--- src/rtl/sauria_axi4_lite_pkg.sv ---
// Shared AXI4-Lite response codes, channel records and FSM state types for the
// SAURIA register slave.
package sauria_axi4_lite_pkg;

    localparam logic [1:0] RESP_OKAY   = 2'b00;
    localparam logic [1:0] RESP_SLVERR = 2'b10;

    localparam int unsigned AXI_ADDR_W = 32;
    localparam int unsigned AXI_DATA_W = 32;

    typedef struct packed {
        logic [AXI_ADDR_W-1:0] addr;
        logic                  valid;
    } aw_chan_t;

    typedef struct packed {
        logic [AXI_DATA_W-1:0]   data;
        logic [AXI_DATA_W/8-1:0] strb;
        logic                    valid;
    } w_chan_t;

    typedef struct packed {
        logic [1:0] resp;
        logic       valid;
    } b_chan_t;

    typedef struct packed {
        logic [AXI_ADDR_W-1:0] addr;
        logic                  valid;
    } ar_chan_t;

    typedef struct packed {
        logic [AXI_DATA_W-1:0] data;
        logic [1:0]            resp;
        logic                  valid;
    } r_chan_t;

    typedef enum logic [1:0] {WrIdle, WrHaveAw, WrHaveW, WrResp} wr_state_e;
    typedef enum logic {RdIdle, RdResp} rd_state_e;

endpackage

--- src/rtl/sauria_axi4_lite_wr_ctrl.sv ---
// Write-side FSM: pairs AW and W in either order, decodes the target and emits a
// one-cycle commit strobe with index, data and byte strobes.
module sauria_axi4_lite_wr_ctrl
    import sauria_axi4_lite_pkg::*;
#(
    parameter int unsigned NUM_REGS = 16,
    parameter int unsigned ADDR_W   = 32,
    localparam int unsigned IDX_W   = $clog2(NUM_REGS)
) (
    input  logic              i_clk,
    input  logic              i_rst,
    input  logic [ADDR_W-1:0] i_awaddr,
    input  logic              i_awvalid,
    output logic              o_awready,
    input  logic [31:0]       i_wdata,
    input  logic [3:0]        i_wstrb,
    input  logic              i_wvalid,
    output logic              o_wready,
    output logic [1:0]        o_bresp,
    output logic              o_bvalid,
    input  logic              i_bready,
    output logic              o_commit,
    output logic [IDX_W-1:0]  o_commit_idx,
    output logic [31:0]       o_commit_data,
    output logic [3:0]        o_commit_strb
);

    wr_state_e         state_q, state_d;
    logic [ADDR_W-3:0] addr_q;
    logic [31:0]       data_q;
    logic [3:0]        strb_q;
    logic [1:0]        bresp_q, bresp_d;
    logic              aw_hs, w_hs, complete, in_range, writable;
    logic [ADDR_W-3:0] eff_addr;
    logic              unused_awaddr;

    assign unused_awaddr = ^i_awaddr[1:0];

    always_comb begin
        o_awready = (state_q == WrIdle) || (state_q == WrHaveW);
        o_wready  = (state_q == WrIdle) || (state_q == WrHaveAw);
        aw_hs     = i_awvalid && o_awready;
        w_hs      = i_wvalid && o_wready;
        state_d   = state_q;
        complete  = 1'b0;
        unique case (state_q)
            WrIdle: begin
                if (aw_hs && w_hs) begin
                    complete = 1'b1;
                    state_d  = WrResp;
                end else if (aw_hs) begin
                    state_d = WrHaveAw;
                end else if (w_hs) begin
                    state_d = WrHaveW;
                end
            end
            WrHaveAw: if (w_hs) begin
                complete = 1'b1;
                state_d  = WrResp;
            end
            WrHaveW: if (aw_hs) begin
                complete = 1'b1;
                state_d  = WrResp;
            end
            WrResp: if (i_bready) state_d = WrIdle;
            default: state_d = WrIdle;
        endcase

        // Whichever half arrived earlier comes from its latch, the other from the bus.
        eff_addr      = (state_q == WrHaveAw) ? addr_q : i_awaddr[ADDR_W-1:2];
        o_commit_data = (state_q == WrHaveW) ? data_q : i_wdata;
        o_commit_strb = (state_q == WrHaveW) ? strb_q : i_wstrb;
        in_range      = (eff_addr >> IDX_W) == '0;
        o_commit_idx  = eff_addr[IDX_W-1:0];
        writable      = in_range && (o_commit_idx != '0);
        o_commit      = complete && writable;
        bresp_d       = bresp_q;
        if (complete) bresp_d = writable ? RESP_OKAY : RESP_SLVERR;
    end

    always_ff @(posedge i_clk) begin
        if (i_rst) begin
            state_q <= WrIdle;
            bresp_q <= RESP_OKAY;
            addr_q  <= '0;
            data_q  <= '0;
            strb_q  <= '0;
        end else begin
            state_q <= state_d;
            bresp_q <= bresp_d;
            if (aw_hs) addr_q <= i_awaddr[ADDR_W-1:2];
            if (w_hs) begin
                data_q <= i_wdata;
                strb_q <= i_wstrb;
            end
        end
    end

    assign o_bvalid = (state_q == WrResp);
    assign o_bresp  = bresp_q;

endmodule

--- src/rtl/sauria_axi4_lite_reg_slave.sv ---
// AXI4-Lite responder over a bank of 32-bit config registers; reg 0 is a fixed ID
// and the whole bank is exported flat on o_regs.
module sauria_axi4_lite_reg_slave
    import sauria_axi4_lite_pkg::*;
#(
    parameter int unsigned NUM_REGS = 16,
    parameter int unsigned ADDR_W   = 32,
    parameter logic [31:0] ID_VALUE = 32'h5A55_0001
) (
    input  logic                   i_clk,
    input  logic                   i_rst,
    input  logic [ADDR_W-1:0]      i_awaddr,
    input  logic                   i_awvalid,
    output logic                   o_awready,
    input  logic [31:0]            i_wdata,
    input  logic [3:0]             i_wstrb,
    input  logic                   i_wvalid,
    output logic                   o_wready,
    output logic [1:0]             o_bresp,
    output logic                   o_bvalid,
    input  logic                   i_bready,
    input  logic [ADDR_W-1:0]      i_araddr,
    input  logic                   i_arvalid,
    output logic                   o_arready,
    output logic [31:0]            o_rdata,
    output logic [1:0]             o_rresp,
    output logic                   o_rvalid,
    input  logic                   i_rready,
    output logic [NUM_REGS*32-1:0] o_regs
);

    localparam int unsigned IDX_W = $clog2(NUM_REGS);

    logic [31:0]      regs_q [NUM_REGS];
    logic             commit;
    logic [IDX_W-1:0] commit_idx;
    logic [31:0]      commit_data;
    logic [3:0]       commit_strb;

    sauria_axi4_lite_wr_ctrl #(
        .NUM_REGS (NUM_REGS),
        .ADDR_W   (ADDR_W)
    ) u_wr_ctrl (
        .i_clk         (i_clk),
        .i_rst         (i_rst),
        .i_awaddr      (i_awaddr),
        .i_awvalid     (i_awvalid),
        .o_awready     (o_awready),
        .i_wdata       (i_wdata),
        .i_wstrb       (i_wstrb),
        .i_wvalid      (i_wvalid),
        .o_wready      (o_wready),
        .o_bresp       (o_bresp),
        .o_bvalid      (o_bvalid),
        .i_bready      (i_bready),
        .o_commit      (commit),
        .o_commit_idx  (commit_idx),
        .o_commit_data (commit_data),
        .o_commit_strb (commit_strb)
    );

    // Reg 0 never sees a commit, so it holds ID_VALUE from reset onward.
    always_ff @(posedge i_clk) begin
        if (i_rst) begin
            for (int k = 0; k < NUM_REGS; k++) regs_q[k] <= (k == 0) ? ID_VALUE : '0;
        end else if (commit) begin
            for (int j = 0; j < 4; j++) begin
                if (commit_strb[j]) regs_q[commit_idx][8*j +: 8] <= commit_data[8*j +: 8];
            end
        end
    end

    always_comb begin
        for (int k = 0; k < NUM_REGS; k++) o_regs[32*k +: 32] = regs_q[k];
    end

    rd_state_e        rd_state_q, rd_state_d;
    logic [31:0]      rdata_q, rdata_d;
    logic [1:0]       rresp_q, rresp_d;
    logic             ar_hs, ar_in_range;
    logic [IDX_W-1:0] ar_idx;
    logic             unused_araddr;

    assign unused_araddr = ^i_araddr[1:0];

    always_comb begin
        o_arready   = (rd_state_q == RdIdle);
        ar_hs       = i_arvalid && o_arready;
        ar_in_range = (i_araddr[ADDR_W-1:2] >> IDX_W) == '0;
        ar_idx      = i_araddr[2 +: IDX_W];
        rd_state_d  = rd_state_q;
        rdata_d     = rdata_q;
        rresp_d     = rresp_q;
        unique case (rd_state_q)
            RdIdle: if (ar_hs) begin
                rd_state_d = RdResp;
                // regs_q is pre-commit here, so a same-edge write is not visible.
                rdata_d    = ar_in_range ? regs_q[ar_idx] : '0;
                rresp_d    = ar_in_range ? RESP_OKAY : RESP_SLVERR;
            end
            RdResp: if (i_rready) rd_state_d = RdIdle;
            default: rd_state_d = RdIdle;
        endcase
    end

    always_ff @(posedge i_clk) begin
        if (i_rst) begin
            rd_state_q <= RdIdle;
            rdata_q    <= '0;
            rresp_q    <= RESP_OKAY;
        end else begin
            rd_state_q <= rd_state_d;
            rdata_q    <= rdata_d;
            rresp_q    <= rresp_d;
        end
    end

    assign o_rvalid = (rd_state_q == RdResp);
    assign o_rdata  = rdata_q;
    assign o_rresp  = rresp_q;

endmodule

--- config.mk ---
export PLATFORM = sky130hd
export DESIGN_NAME = sauria_axi4_lite_reg_slave
export DESIGN_NICKNAME = d
export VERILOG_FILES = /design/src/rtl/sauria_axi4_lite_pkg.sv /design/src/rtl/sauria_axi4_lite_wr_ctrl.sv /design/src/rtl/sauria_axi4_lite_reg_slave.sv
export SDC_FILE = /design/constraint.sdc
export NUM_CORES = 1
export LEC_CHECK = 0
export CORE_MARGIN = 10
export CORE_UTILIZATION = 44
export DETAILED_ROUTE_END_ITERATION = 12
export PLACE_DENSITY = 0.74
export SLEW_MARGIN = 0
export SYNTH_ARGS = -nofsm -noshare
export SYNTH_HDL_FRONTEND = slang
export SYNTH_HIERARCHICAL = 1
export SYNTH_SLANG_ARGS = --single-unit
--- constraint.sdc ---
create_clock -name i_clk -period 2.78 [get_ports i_clk]
set_clock_uncertainty 0.15 [all_clocks]
set_input_delay 0.556 -clock i_clk [delete_from_list [all_inputs] [get_ports i_clk]]
set_output_delay 0.556 -clock i_clk [all_outputs]
set_load 0.01 [all_outputs]
## Word level (Yosys, flattened, before mapping)

Memories as Yosys holds them, arrays and structs flattened.
Index checks and enable logic that the tools add are counted.
W data, S select, Z words.

- Equality and inequality tests: 7
- Mux-type cells: 41
- Bitwise operators: 1
- Reductions and logical operators: 15

Operators by type and width:

| kind | count |
|---|---|
| $mux W32 | 3 |
| $logic_not A30 Y1 | 2 |
| $reduce_or A32 Y1 | 1 |
| $mux W30 | 1 |
| $mux W1 | 23 |
| $mux W2 | 8 |
| $mux W4 | 3 |
| $pmux W2 S4 | 1 |
| $logic_and A1 B1 Y1 | 6 |
| $ne A2 B1 Y1 const B | 3 |
| $eq A2 B2 Y1 const B | 2 |
| $ne A4 B2 Y1 const B | 1 |
| $reduce_and A4 Y1 | 1 |
| $reduce_bool A4 Y1 | 1 |
| $pmux W1 S3 | 1 |
| $eq A2 B1 Y1 const B | 1 |
| $logic_not A2 Y1 | 1 |
| $logic_or A1 B1 Y1 | 2 |
| $pmux W1 S2 | 1 |
| $reduce_and A2 Y1 | 1 |
| $not A1 Y1 | 1 |

- Bits in registers: 105
- Memory bits (writable): 512
- Input port bits: 107
- Output and inout port bits: 553
- Logic and storage cells: 73
- Memories: 1

Memory list:

| name | words | bits a word | rd ports | clocked after Yosys merged registers in | wr ports | line | source |
|---|---|---|---|---|---|---|---|
| regs_q | 16 | 32 | 17 | 0 | 16 | sauria_axi4_lite_reg_slave.sv:34 | `logic [31:0] regs_q [NUM_REGS];` |

## Logic depth before layout (Yosys ltp)

- Depth in word-level cells: 12
- Mapped depth: 12
- Depth with buffers taken out: 10

## Cells and area by module

The synthesis kept the hierarchy.

Modules (own cells, without submodules):

| module | instances | cells an instance | area each (µm²) | seq. area each (µm²) |
|---|---|---|---|---|
| sauria_axi4_lite_reg_slave | 1 | 1877 | 25405.6 | 16055.4 |
| sauria_axi4_lite_wr_ctrl | 1 | 391 | 3169.3 | 1381.3 |

## Worst setup path before layout

No wires, ideal clock.

- Path kind: reg-to-reg
- Start point: reg u_wr_ctrl.state_q[1]
- End point: mem regs_q[14][0], enable pin
- Arrival time: 2.549 ns
- Required time: 2.321 ns
- Slack: -0.228 ns
- Cell stages (with the launch flop): 13
- Buffers on the path: 2
- Cell sequence: dfxtp_1 -> inv_1 -> ha_1 -> buf_2 -> nor4_1 -> nand4_1 -> a22oi_1 -> and3_2 -> nor2b_1 -> nand2_1 -> clkbuf_1 -> nor2_1 -> or2_2

RTL lines:

| element | line | source |
|---|---|---|
| start: declaration | sauria_axi4_lite_wr_ctrl.sv:28 | `wr_state_e state_q, state_d;` |
| start signal: assignment | sauria_axi4_lite_wr_ctrl.sv:83 | `state_q <= WrIdle;` |
| start signal: assignment | sauria_axi4_lite_wr_ctrl.sv:89 | `state_q <= state_d;` |
| end: declaration | sauria_axi4_lite_reg_slave.sv:34 |  |

==> flow_metrics.tcl <==
set metrics [dict create \
    status "finished with violations" \
    violations "negative setup slack" \
    worst_ir_drop_vdd_mv 0.6031 \
    coreArea_sq_um 64350 \
    fp.dieW_microns 274.8 \
    fin_crit_sh_pct 102.4 \
    setup_ws_ns -0.06558 \
    drv_slew 0 \
    dr_total_vias 22790 \
    grt_overflow_total 0 \
    netlist_instances 2268 \
    post-place-cells 3811 \
    multiInputGateArea_sq_um 11260 \
    cp.arrival_ns 2.99 \
    syn_area_sq_um 28570 \
    io_buffers 653 \
    synth-seq-area-share_pct 61.02 \
    drc 0 \
    cts_buffers 67 \
    viasPerCell 5.770 \
    detail_route.wl_per_cell_microns 29.40 \
    dieArea_sq_um 75540 \
    yosys_warnings 6 \
    grt_max_degree 59 \
    synth_edf_count 512 \
    ys_async_sr_fraction_pct 0 \
    fillCellCount 4814 \
    cpMaxStageDelayCell "dfxtp_2" \
    cts-root-buf "clkbuf_16" \
    cts.path.max_buffers 3 \
    post-place-ws_ns -0.7624 \
    path_cells "inv_2 > ha_4 > nor4b_4 > nand4_1 > a22oi_2 > and3_4 > nor2b_4 > buf_4 > nand2_8 > clkbuf_16 > nor2_2 > or2_4" \
    final.setup.tns_ns -6.453 \
    fmax_ghz 0.3514 \
    grt_pass1_wl_microns 162100 \
    first_pass_iters 6 \
    cts_sinks 615 \
    grtUsageTotal_pct 29.45 \
    setup_viol 239 \
    worst-path-stages 12 \
    criticalPathCategory "register to register" \
    worst_pin_slew_ns 1.175 \
    design.portCount 660 \
    clk-insertion-delay-late_ns 0.61 \
    seqCellArea_sq_um 17440 \
    final_antenna_net_count 0 \
    cap_viol_max_count 0 \
    finalHoldViolations 0 \
    r2r-end "regs_q[11][24]$_SDFFCE_PN0P_" \
    avgSynthCellArea_sq_um 12.60 \
    pwr_density_cell_nw_per_um2 601.9 \
    critical_path_required_ns 2.92 \
    path_buf_inv 3 \
    cts_max_level 3 \
    dpl.hpwl_microns 88580 \
    r2r-start "u_wr_ctrl/state_q[1]$_SDFFE_PP0P_" \
    reg2reg_slack_ns -0.07 \
    place.gp.congestion 0.9839 \
    cp_top_family "simple AND/OR/NAND/NOR gates" \
    fin_crit_ns 2.846 \
    cts_tree "built" \
    ys.flop_type "edfxtp_1" \
    crit_path_start_kind "register" \
    cp-end-kind "register" \
    rsz0062_at_grt "yes" \
    drt_iter0_markers 2510 \
    yosysUniqueCellTypes 43 \
    path_clk_slew_ns 0.06 \
    syn_to_final_growth_pct 42.20 \
    cp-startpoint "u_wr_ctrl/state_q[1]$_SDFFE_PP0P_" \
    slew_headroom_pct 21.65 \
    critical_path.max_fanout 8 \
    syn_nets 2380 \
    ys_seq_elements 615 \
    crit_end "regs_q[11][24]$_SDFFCE_PN0P_" \
    layout.nets 3150 \
    die_y_microns 274.8 \
    wirelength_microns 116100 \
    cpPeakStageDelay_ns 0.32 \
    grt_pass1_vias 22830 \
    rows 93 \
    ff2ff_path_depth 12 \
    stdcell_count 3950 \
    hp-class "input port to register" \
    antenna_found_initial 6 \
    start_util_pct 44.41 \
    leakage_nw 15.07 \
    drive_above_1_share_pct 18.82 \
]
[per-layer routing]
| metal | vias to the layer above | part of all wire (%) | track usage (%) |
|---|---|---|---|
| li1 | 9830 | - | - |
| met1 | 11370 | 36 | 35.07 |
| met2 | 1357 | 49 | 50.57 |
| met3 | 226 | 11 | 7.945 |
| met4 | 8 | 3.4 | 10.70 |
| met5 | - | 0.045 | 0 |
[where the power goes]
part           total, mW  switching (mW)  internal, mW  leakage, nW
clock network       9.04            3.74          5.29         1.07
logic               4.64            2.85          1.79         7.91
registers           10.8           0.368          10.4         6.09
total               24.5            6.96          17.5         15.1
[placed cells by master, fill, tap and decap left out, drive strengths merged, types with 10 or more instances in the layout]
cell type        n
a21oi           68
a221oi          96
a22oi           67
and2           505
buf            203
clkbuf          90
clkdlybuf4s50  647
clkinv          18
dfxtp          103
edfxtp         512
inv             12
mux2            72
mux2i          225
nand2          179
nand3           11
nor2            75
nor4            14
o21a            33
o22ai           32
or2             66
or3             10
[layout make-up]
| cell class | instances | area share (%) |
|---|---|---|
| flip-flops and latches | 615 | 42.92 |
| multi-input cells | 1496 | 27.71 |
| repair buffers | 853 | 21.20 |
| clock buffers | 88 | 4.536 |
| well taps | 855 | 2.633 |
| clock inverters | 36 | 0.9423 |
| inverters | 5 | 0.04619 |
| diodes | 2 | 0.01232 |
[flip-flops by register name, summed over array words and instances (netlist names)]
name	count
u_wr_ctrl/data_q	32
u_wr_ctrl/addr_q	30
o_rdata	32
u_wr_ctrl/state_q	2
o_rresp	1
u_wr_ctrl/strb_q	4
u_wr_ctrl/o_bresp	1
regs_q	512
o_rvalid	1
[how the worst min path moves through the flow]
stage | from | to | slack [ns] | cells past startpoint
global placement | u_wr_ctrl/data_q[13]$_SDFFE_PP0P_ | u_wr_ctrl/data_q[13]$_SDFFE_PP0P_ | 0.29 | 2
detailed placement | u_wr_ctrl/data_q[20]$_SDFFE_PP0P_ | u_wr_ctrl/data_q[20]$_SDFFE_PP0P_ | 0.30 | 2
floorplan | u_wr_ctrl/data_q[0]$_SDFFE_PP0P_ | u_wr_ctrl/data_q[0]$_SDFFE_PP0P_ | 0.28 | 2
finish | i_rst | o_rvalid$_SDFF_PP0_ | 0.07 | 2
global route | i_rst | o_rvalid$_SDFF_PP0_ | 0.08 | 2
CTS | i_rst | o_rvalid$_SDFF_PP0_ | 0.06 | 2
[what timing repair did]
item / 4_1_cts / 5_1_grt
pin swaps: 10 / 20
cloned: 4 / 3
hold buffers: 0 / 0
resized for setup: 78 / 93
endpoints found under the setup margin: 1026 / 983
hold endpoints to repair: 0 / 0
buffers inserted: 6 / 0
[stage by stage]
step | utilization [%] | power, mW | hold slack [ns] | area [sq um]
after floorplan | - | 12.93 | 0.2829 | 28890
after global placement | 58.37 | 15.31 | 0.2876 | 37560
after detailed placement | 58.37 | 15.40 | 0.2964 | 37560
after global routing | 63.15 | 25.12 | 0.07517 | 40630
after CTS | 62.49 | 24.39 | 0.05624 | 40210
final | 63.15 | 24.46 | 0.07432 | 40630
[synthesized netlist by cell type, types with 14 or more instances]
library cell  count  area (sq um)
edfxtp_1        512         15370
and2_1          505          3159
mux2i_1         225          2252
nand2_1         179         671.9
dfxtp_1         103          2062
clkbuf_1         90         337.8
nor2_1           75         281.5
mux2_2           72         810.8
a21oi_1          68         340.3
a22oi_1          67         503.0
a221oi_1         66         578.1
or2_2            65         406.6
buf_2            46         230.2
o21a_1           33         247.7
o22ai_1          32         200.2
a221oi_2         30         450.4
nor4_1           14         87.58
[cells by family (layout without fill, tap and decap cells)]
family	Yosys count	count (layout)	synth area share (%)
buffers and inverters	157	982	2.448
and+or+nand+nor	885	885	17.14
AOI/OAI and AO/OA	307	307	8.429
DFF	615	615	61.02
other	2	4	0.02628
muxes	297	297	10.72
adders and majority gates	5	5	0.2189
No activity file was read; power rests on OpenSTA's default activity.
